[src/rtl/floo_pkg.sv]
// Shared types and constants for the FlooNoC wormhole output arbiter.
// Contents: arb_state_e (IDLE/LOCKED), performance counter widths, and
// idx_width() which returns the grant-index width for a requester count.
package floo_pkg;

    typedef enum logic [0:0] {
        IDLE   = 1'b0,
        LOCKED = 1'b1
    } arb_state_e;

    localparam int unsigned FlitCntW  = 32;
    localparam int unsigned StallCntW = 16;

    // Index width for n requesters, never below one bit.
    function automatic int unsigned idx_width(input int unsigned n);
        return (n > 1) ? $clog2(n) : 1;
    endfunction

endpackage

[src/rtl/floo_rr_select.sv]
// Pointer-based round-robin search: grants the first asserted request at or
// above ptr, wrapping from NumInp-1 back to 0.
// Ports: req (request vector), ptr (search start), gnt (one-hot grant),
//        gnt_idx (index of the grant), gnt_valid (any request present).
module floo_rr_select
    import floo_pkg::*;
#(
    parameter int unsigned NumInp = 5,
    localparam int unsigned IdxW  = idx_width(NumInp)
) (
    input  logic [NumInp-1:0] req,
    input  logic [IdxW-1:0]   ptr,
    output logic [NumInp-1:0] gnt,
    output logic [IdxW-1:0]   gnt_idx,
    output logic              gnt_valid
);

    logic [IdxW-1:0] hi_idx;
    logic [IdxW-1:0] lo_idx;
    logic            hi_found;
    logic            lo_found;

    // Lowest request at/above ptr wins; otherwise the lowest request overall (wrap).
    always_comb begin
        hi_idx   = '0;
        lo_idx   = '0;
        hi_found = 1'b0;
        lo_found = 1'b0;
        for (int i = int'(NumInp) - 1; i >= 0; i--) begin
            if (req[i]) begin
                lo_idx   = IdxW'(i);
                lo_found = 1'b1;
                if (IdxW'(i) >= ptr) begin
                    hi_idx   = IdxW'(i);
                    hi_found = 1'b1;
                end
            end
        end
    end

    always_comb begin
        gnt       = '0;
        gnt_valid = lo_found;
        gnt_idx   = hi_found ? hi_idx : lo_idx;
        if (lo_found) begin
            gnt[gnt_idx] = 1'b1;
        end
    end

endmodule

[src/rtl/floo_wormhole_arbiter.sv]
// Wormhole (packet-locked) round-robin arbiter with a registered output flit.
// Once a non-tail flit is accepted the winning input keeps the grant until its
// tail flit is accepted; the round-robin pointer then moves past it.
// Ports: clk_i, rst_ni (synchronous, active-low); valid_i/ready_o/data_i/last_i
//        per requester; valid_o/ready_i/data_o/last_o output flit; gnt_idx_o
//        source of the held flit; flit_cnt_o/stall_cnt_o performance counters.
// Build option: FLOO_ARB_PERF_CNT_EN enables the counters (tied to 0 otherwise).
module floo_wormhole_arbiter
    import floo_pkg::*;
#(
    parameter int unsigned NumInp    = 5,
    parameter int unsigned FlitWidth = 64,
    localparam int unsigned IdxW     = idx_width(NumInp)
) (
    input  logic                             clk_i,
    input  logic                             rst_ni,
    input  logic [NumInp-1:0]                valid_i,
    output logic [NumInp-1:0]                ready_o,
    input  logic [NumInp-1:0][FlitWidth-1:0] data_i,
    input  logic [NumInp-1:0]                last_i,
    output logic                             valid_o,
    input  logic                             ready_i,
    output logic [FlitWidth-1:0]             data_o,
    output logic                             last_o,
    output logic [IdxW-1:0]                  gnt_idx_o,
    output logic [FlitCntW-1:0]              flit_cnt_o,
    output logic [StallCntW-1:0]             stall_cnt_o
);

    arb_state_e      state_q, state_d;
    logic [IdxW-1:0] rr_ptr_q, rr_ptr_d;
    logic [IdxW-1:0] lock_idx_q, lock_idx_d;

    logic [NumInp-1:0] sel_req;
    logic [NumInp-1:0] sel_gnt;
    logic [IdxW-1:0]   sel_ptr;
    logic [IdxW-1:0]   sel_idx;
    logic              sel_valid;
    logic              out_free;
    logic              in_hs;
    logic              out_hs;

    // While a packet is open only its owner may compete.
    always_comb begin
        sel_req = valid_i;
        sel_ptr = rr_ptr_q;
        if (state_q == LOCKED) begin
            sel_req             = '0;
            sel_req[lock_idx_q] = valid_i[lock_idx_q];
            sel_ptr             = lock_idx_q;
        end
    end

    floo_rr_select #(
        .NumInp (NumInp)
    ) i_rr_select (
        .req       (sel_req),
        .ptr       (sel_ptr),
        .gnt       (sel_gnt),
        .gnt_idx   (sel_idx),
        .gnt_valid (sel_valid)
    );

    assign out_free = ~valid_o | ready_i;
    assign in_hs    = sel_valid & out_free;
    assign out_hs   = valid_o & ready_i;
    assign ready_o  = (rst_ni && out_free) ? sel_gnt : '0;

    // Lock on non-tail flits, release and advance the pointer on the tail.
    always_comb begin
        state_d    = state_q;
        rr_ptr_d   = rr_ptr_q;
        lock_idx_d = lock_idx_q;
        if (in_hs) begin
            if (last_i[sel_idx]) begin
                state_d  = IDLE;
                rr_ptr_d = (sel_idx == IdxW'(NumInp - 1)) ? '0 : sel_idx + IdxW'(1);
            end else begin
                state_d    = LOCKED;
                lock_idx_d = sel_idx;
            end
        end
    end

    always_ff @(posedge clk_i) begin
        if (!rst_ni) begin
            state_q    <= IDLE;
            rr_ptr_q   <= '0;
            lock_idx_q <= '0;
        end else begin
            state_q    <= state_d;
            rr_ptr_q   <= rr_ptr_d;
            lock_idx_q <= lock_idx_d;
        end
    end

    // Output flit register: load on input handshake, drain on output handshake.
    always_ff @(posedge clk_i) begin
        if (!rst_ni) begin
            valid_o   <= 1'b0;
            data_o    <= '0;
            last_o    <= 1'b0;
            gnt_idx_o <= '0;
        end else if (in_hs) begin
            valid_o   <= 1'b1;
            data_o    <= data_i[sel_idx];
            last_o    <= last_i[sel_idx];
            gnt_idx_o <= sel_idx;
        end else if (ready_i) begin
            valid_o   <= 1'b0;
        end
    end

`ifdef FLOO_ARB_PERF_CNT_EN
    logic [FlitCntW-1:0]  flit_cnt_q;
    logic [StallCntW-1:0] stall_cnt_q;

    // Flit count wraps; stall count saturates.
    always_ff @(posedge clk_i) begin
        if (!rst_ni) begin
            flit_cnt_q  <= '0;
            stall_cnt_q <= '0;
        end else begin
            if (out_hs) begin
                flit_cnt_q <= flit_cnt_q + FlitCntW'(1);
            end
            if (valid_o && !ready_i && (stall_cnt_q != '1)) begin
                stall_cnt_q <= stall_cnt_q + StallCntW'(1);
            end
        end
    end

    assign flit_cnt_o  = flit_cnt_q;
    assign stall_cnt_o = stall_cnt_q;
`else
    assign flit_cnt_o  = '0;
    assign stall_cnt_o = '0;
`endif

endmodule
[config.mk]
export PLATFORM = sky130hd
export DESIGN_NAME = floo_wormhole_arbiter
export DESIGN_NICKNAME = d
export VERILOG_FILES = /design/src/rtl/floo_pkg.sv /design/src/rtl/floo_rr_select.sv /design/src/rtl/floo_wormhole_arbiter.sv
export SDC_FILE = /design/constraint.sdc
export NUM_CORES = 1
export LEC_CHECK = 0
export ABC_CLOCK_PERIOD_IN_PS = 3100
export BUFFER_PORTS_ARGS = -buffer_cell sky130_fd_sc_hd__buf_2
export CORE_AREA = 2 2 178 180
export CTS_CLUSTER_SIZE = 8
export DETAILED_ROUTE_END_ITERATION = 8
export DIE_AREA = 0 0 180 182
export HOLD_SLACK_MARGIN = 0.03
export MAX_ROUTING_LAYER = met4
export PLACE_DENSITY = 0.51
export SLEW_MARGIN = 40
export SYNTH_ARGS = -nofsm -noshare
export SYNTH_HDL_FRONTEND = slang
export SYNTH_SLANG_ARGS = --single-unit
[constraint.sdc]
create_clock -name clk_i -period 3.1 [get_ports clk_i]
set_clock_uncertainty 0.2 [all_clocks]
set_input_delay 0.62 -clock clk_i [delete_from_list [all_inputs] [get_ports clk_i]]
set_output_delay 0.62 -clock clk_i [all_outputs]
set_load 0.05 [all_outputs]
==> impl_metrics.csv <==
group,metric,value,unit
worst_setup_path,slowest_stage,"or3b_4",
grt,antenna_found_initial,4,
logic_synthesis,ys_ff_latch,76,
cells_and_area,final_layout_size_suffix_gt1_frac,0.4447,
worst_setup_path,startpoint_type,"register",
grt,grt.total_usage,0.1769,
cts,clk_pin_slew,0.07,ns
cts,clock_sinks,76,
logic_synthesis,synth_area,5707,um2
route,dr.pass1.iters,5,
worst_setup_path,cpMostUsedCell,"buf_6",
timing,setup-violations-final,0,
logic_synthesis,ys_warn_count,0,
logic_synthesis,synth_edf_count,0,
grt,globalRoute.totalOverflow,0,
timing,worstMarginPinSlew,0.6841,ns
die,coreArea,30990,um2
timing,slew_viol_final,0,
timing,min_period,3.042,ns
worst_setup_path,crit_buf_inv,2,
route,routed_via_density,5.084,
place,port_buffers,406,
die,die_w,180,um
logic_synthesis,yosys.area.top_type,"dfxtp_1",
logic_synthesis,syn-mean-instance-area,7.489,um2
place,pre_cts_slack,0.004959,ns
cells_and_area,area_delta_synth_final,54.35,%
die,io_pins,455,
worst_setup_path,cp_top_family,"compound AO/OA/AOI/OAI gates",
cts,cts_made_buffers,9,
grt,grt_pass1_vias,7436,
worst_setup_path,crit_chain,"or3b_4 -> a21o_4 -> o211ai_4 -> o22ai_4 -> buf_6 -> nor3_4 -> buf_6",
run,maxCapViolations,0,
grt,grt_pass1_wl,44.08,mm
run_status,status,"completed",
logic_synthesis,ys_seq_area_frac,0.2666,
route,drt_iter0_drc,580,
cts,htree_levels,3,
timing,relSlewSlack,0.5439,
power_and_ir_drop,power_density,1068,nW/um2
worst_setup_path,crit_path_end_kind,"primary output",
timing,hold_viol_final,0,
route,wl_per_cell,19.22,um
timing,min_period_over_period,0.9811,
route,antenna_left,0,
logic_synthesis,syn_inst,762,
worst_setup_path,worstPathRequired,2.28,ns
cts,cts_hold_buf,0,
die,die_h,182,um
logic_synthesis,yosysTopAreaCellShare,0.2666,
route,drt_wl_total,30.06,mm
timing,tns,0,ns
timing,layout_setup_ws,0.05849,ns
power_and_ir_drop,ir_drop,493.8,uV
worst_setup_path,criticalPathCategory,"reg2out",
power_and_ir_drop,cellLeakagePower,4.032,nW
route,vias,7952,
logic_synthesis,synth_cell_type_count,52,
logic_synthesis,synth_flop_cell,"dfxtp_1",
worst_setup_path,crit_fanout,7,
route,drc,0,
place,place.gp.congestion,0.8880,
worst_setup_path,worst_path_largest_cell_delay,0.40,ns
cts,clock_latency,0.34,ns
cells_and_area,fin_nets,1487,
logic_synthesis,async_reset_ff_frac,0,
cts,cts_tree,"built",
logic_synthesis,ys_top_cells_by_area,"dfxtp_1, nand3_1, a221o_1",
grt,grt_max_degree,84,
timing,rsz0062_at_grt,"yes",
power_and_ir_drop,power,0.009411,W
cts,root_buffer,"clkbuf_16",
worst_setup_path,arrival,2.22,ns
worst_hold_path,hold_path_class,"reg2reg",
die,die_area,32760,um2
timing,whs,0.2840,ns
die,initial_core_util,0.1842,
cts,clockBufferDepth,2,
timing,timing.fmax,0.3288,GHz
die,std_cell_rows,65,
place,dp_hpwl,22.30,mm
## worst register-to-register path, stage by stage, from the launching register on
cell,delay [ns]
dfxtp_2,0.33
buf_6,0.14
and4b_2,0.35
o21ai_2,0.08
a22o_1,0.27
o22ai_4,0.28
buf_4,0.16
buf_4,0.11
clkinv_2,0.07
mux2i_1,0.15
or4b_4,0.60
mux2i_1,0.15
## final timing paths
| kind | cells after the start | startpoint | endpoint | slack (ns) |
|---|---|---|---|---|
| worst max-delay path | 7 | lock_idx_q[1] | ready_o[0] | 0.06 |
| worst min-delay path | 2 | lock_idx_q[2] | lock_idx_q[2] | 0.28 |
| worst max register to register | 11 | lock_idx_q[2] | lock_idx_q[2] | 0.12 |
| worst min register to register | 2 | lock_idx_q[2] | lock_idx_q[2] | 0.28 |
## placed cells by master, fill, tap and decap left out, types with 2 or more instances in the layout
| master | Yosys | layout |
|---|---|---|
| nor3_1 | 67 | 65 |
| o221ai_1 | 63 | 63 |
| nand2_1 | 15 | 14 |
| clkinvlp_4 | 0 | 2 |
| mux2i_1 | 12 | 10 |
| nor2_4 | 0 | 2 |
| nor2_1 | 72 | 70 |
| clkbuf_8 | 0 | 2 |
| a21oi_1 | 70 | 70 |
| o32a_1 | 3 | 2 |
| conb_1 | 1 | 48 |
| buf_6 | 1 | 8 |
| nor3_4 | 0 | 2 |
| clkbuf_16 | 0 | 9 |
| buf_12 | 0 | 6 |
| o21a_1 | 4 | 4 |
| buf_2 | 10 | 402 |
| o21ai_4 | 0 | 2 |
| o21ai_0 | 5 | 4 |
| clkinv_2 | 1 | 2 |
| inv_1 | 8 | 7 |
| and2_1 | 3 | 2 |
| nor3b_2 | 0 | 2 |
| nand3_1 | 132 | 131 |
| a221o_1 | 64 | 64 |
| buf_4 | 49 | 42 |
| dfxtp_1 | 76 | 72 |
| dfxtp_2 | 0 | 3 |
| o31ai_1 | 2 | 2 |
| mux2i_2 | 0 | 2 |
| a22o_1 | 2 | 2 |
| diode_2 | 0 | 4 |
| nor2b_1 | 3 | 2 |
## synth_stat cells (8+ instances only)
master / number
a21oi_1: 70
a221o_1: 64
buf_2: 10
buf_4: 49
clkbuf_1: 59
dfxtp_1: 76
inv_1: 8
mux2i_1: 12
nand2_1: 15
nand3_1: 132
nor2_1: 72
nor3_1: 67
o221ai_1: 63
## repair_timing
action | in CTS | in global routing
cloned | 0 | 1
pin swaps | 4 | 7
endpoints found under the setup margin | 5 | 17
gates resized for setup | 19 | 20
setup buffers | 2 | 7
## area by class of cell
type,count,area (um2)
timing repair buffer,459,2552
clock inverter,5,58.81
antenna,4,10.01
tap,402,503.0
fill,3392,22180
clock buffer,11,252.7
inverter,9,37.54
multi-input combinational,598,3865
sequential,76,1529
## metal layers
| layer | up-vias | wire length (um) | global-route usage |
|---|---|---|---|
| li1 | 3656 | - | - |
| met2 | 454 | 14490 | 0.2870 |
| met5 | - | 0 | - |
| met4 | 0 | 620 | 0.05496 |
| met1 | 3794 | 12560 | 0.2225 |
| met3 | 48 | 2385 | 0.03309 |
## power by group
| part | switching [W] | internal [W] |
|---|---|---|
| clock network | 0.000490 | 0.000671 |
| registers | 0.000207 | 0.00135 |
| logic | 0.00450 | 0.00219 |
## per-stage QoR
stage / utilization / cell area (um2) / cells
2_1_floorplan: - / 5997 / 809
3_3_place_gp: 0.2667 / 8265 / 1534
5_1_grt: 0.2843 / 8808 / 1564
4_1_cts: 0.2794 / 8658 / 1552
3_5_place_dp: 0.2667 / 8265 / 1534
6_report: 0.2843 / 8808 / 1564
## registers in the layout, summed over array words and instances, names as in the netlist
signal	flops
gnt_idx_o	3
data_o	64
state_q	1
valid_o	1
rr_ptr_q	3
last_o	1
lock_idx_q	3
## kinds of logic after synthesis
group	synth area share
and+or+nand+nor	0.2578
AOI/OAI and AO/OA	0.3249
buffers and inverters	0.1248
DFF	0.2666
muxes	0.02302
adders and majority gates	0.002192
other	0.0006571
Power figures use the tool's default switching activity.
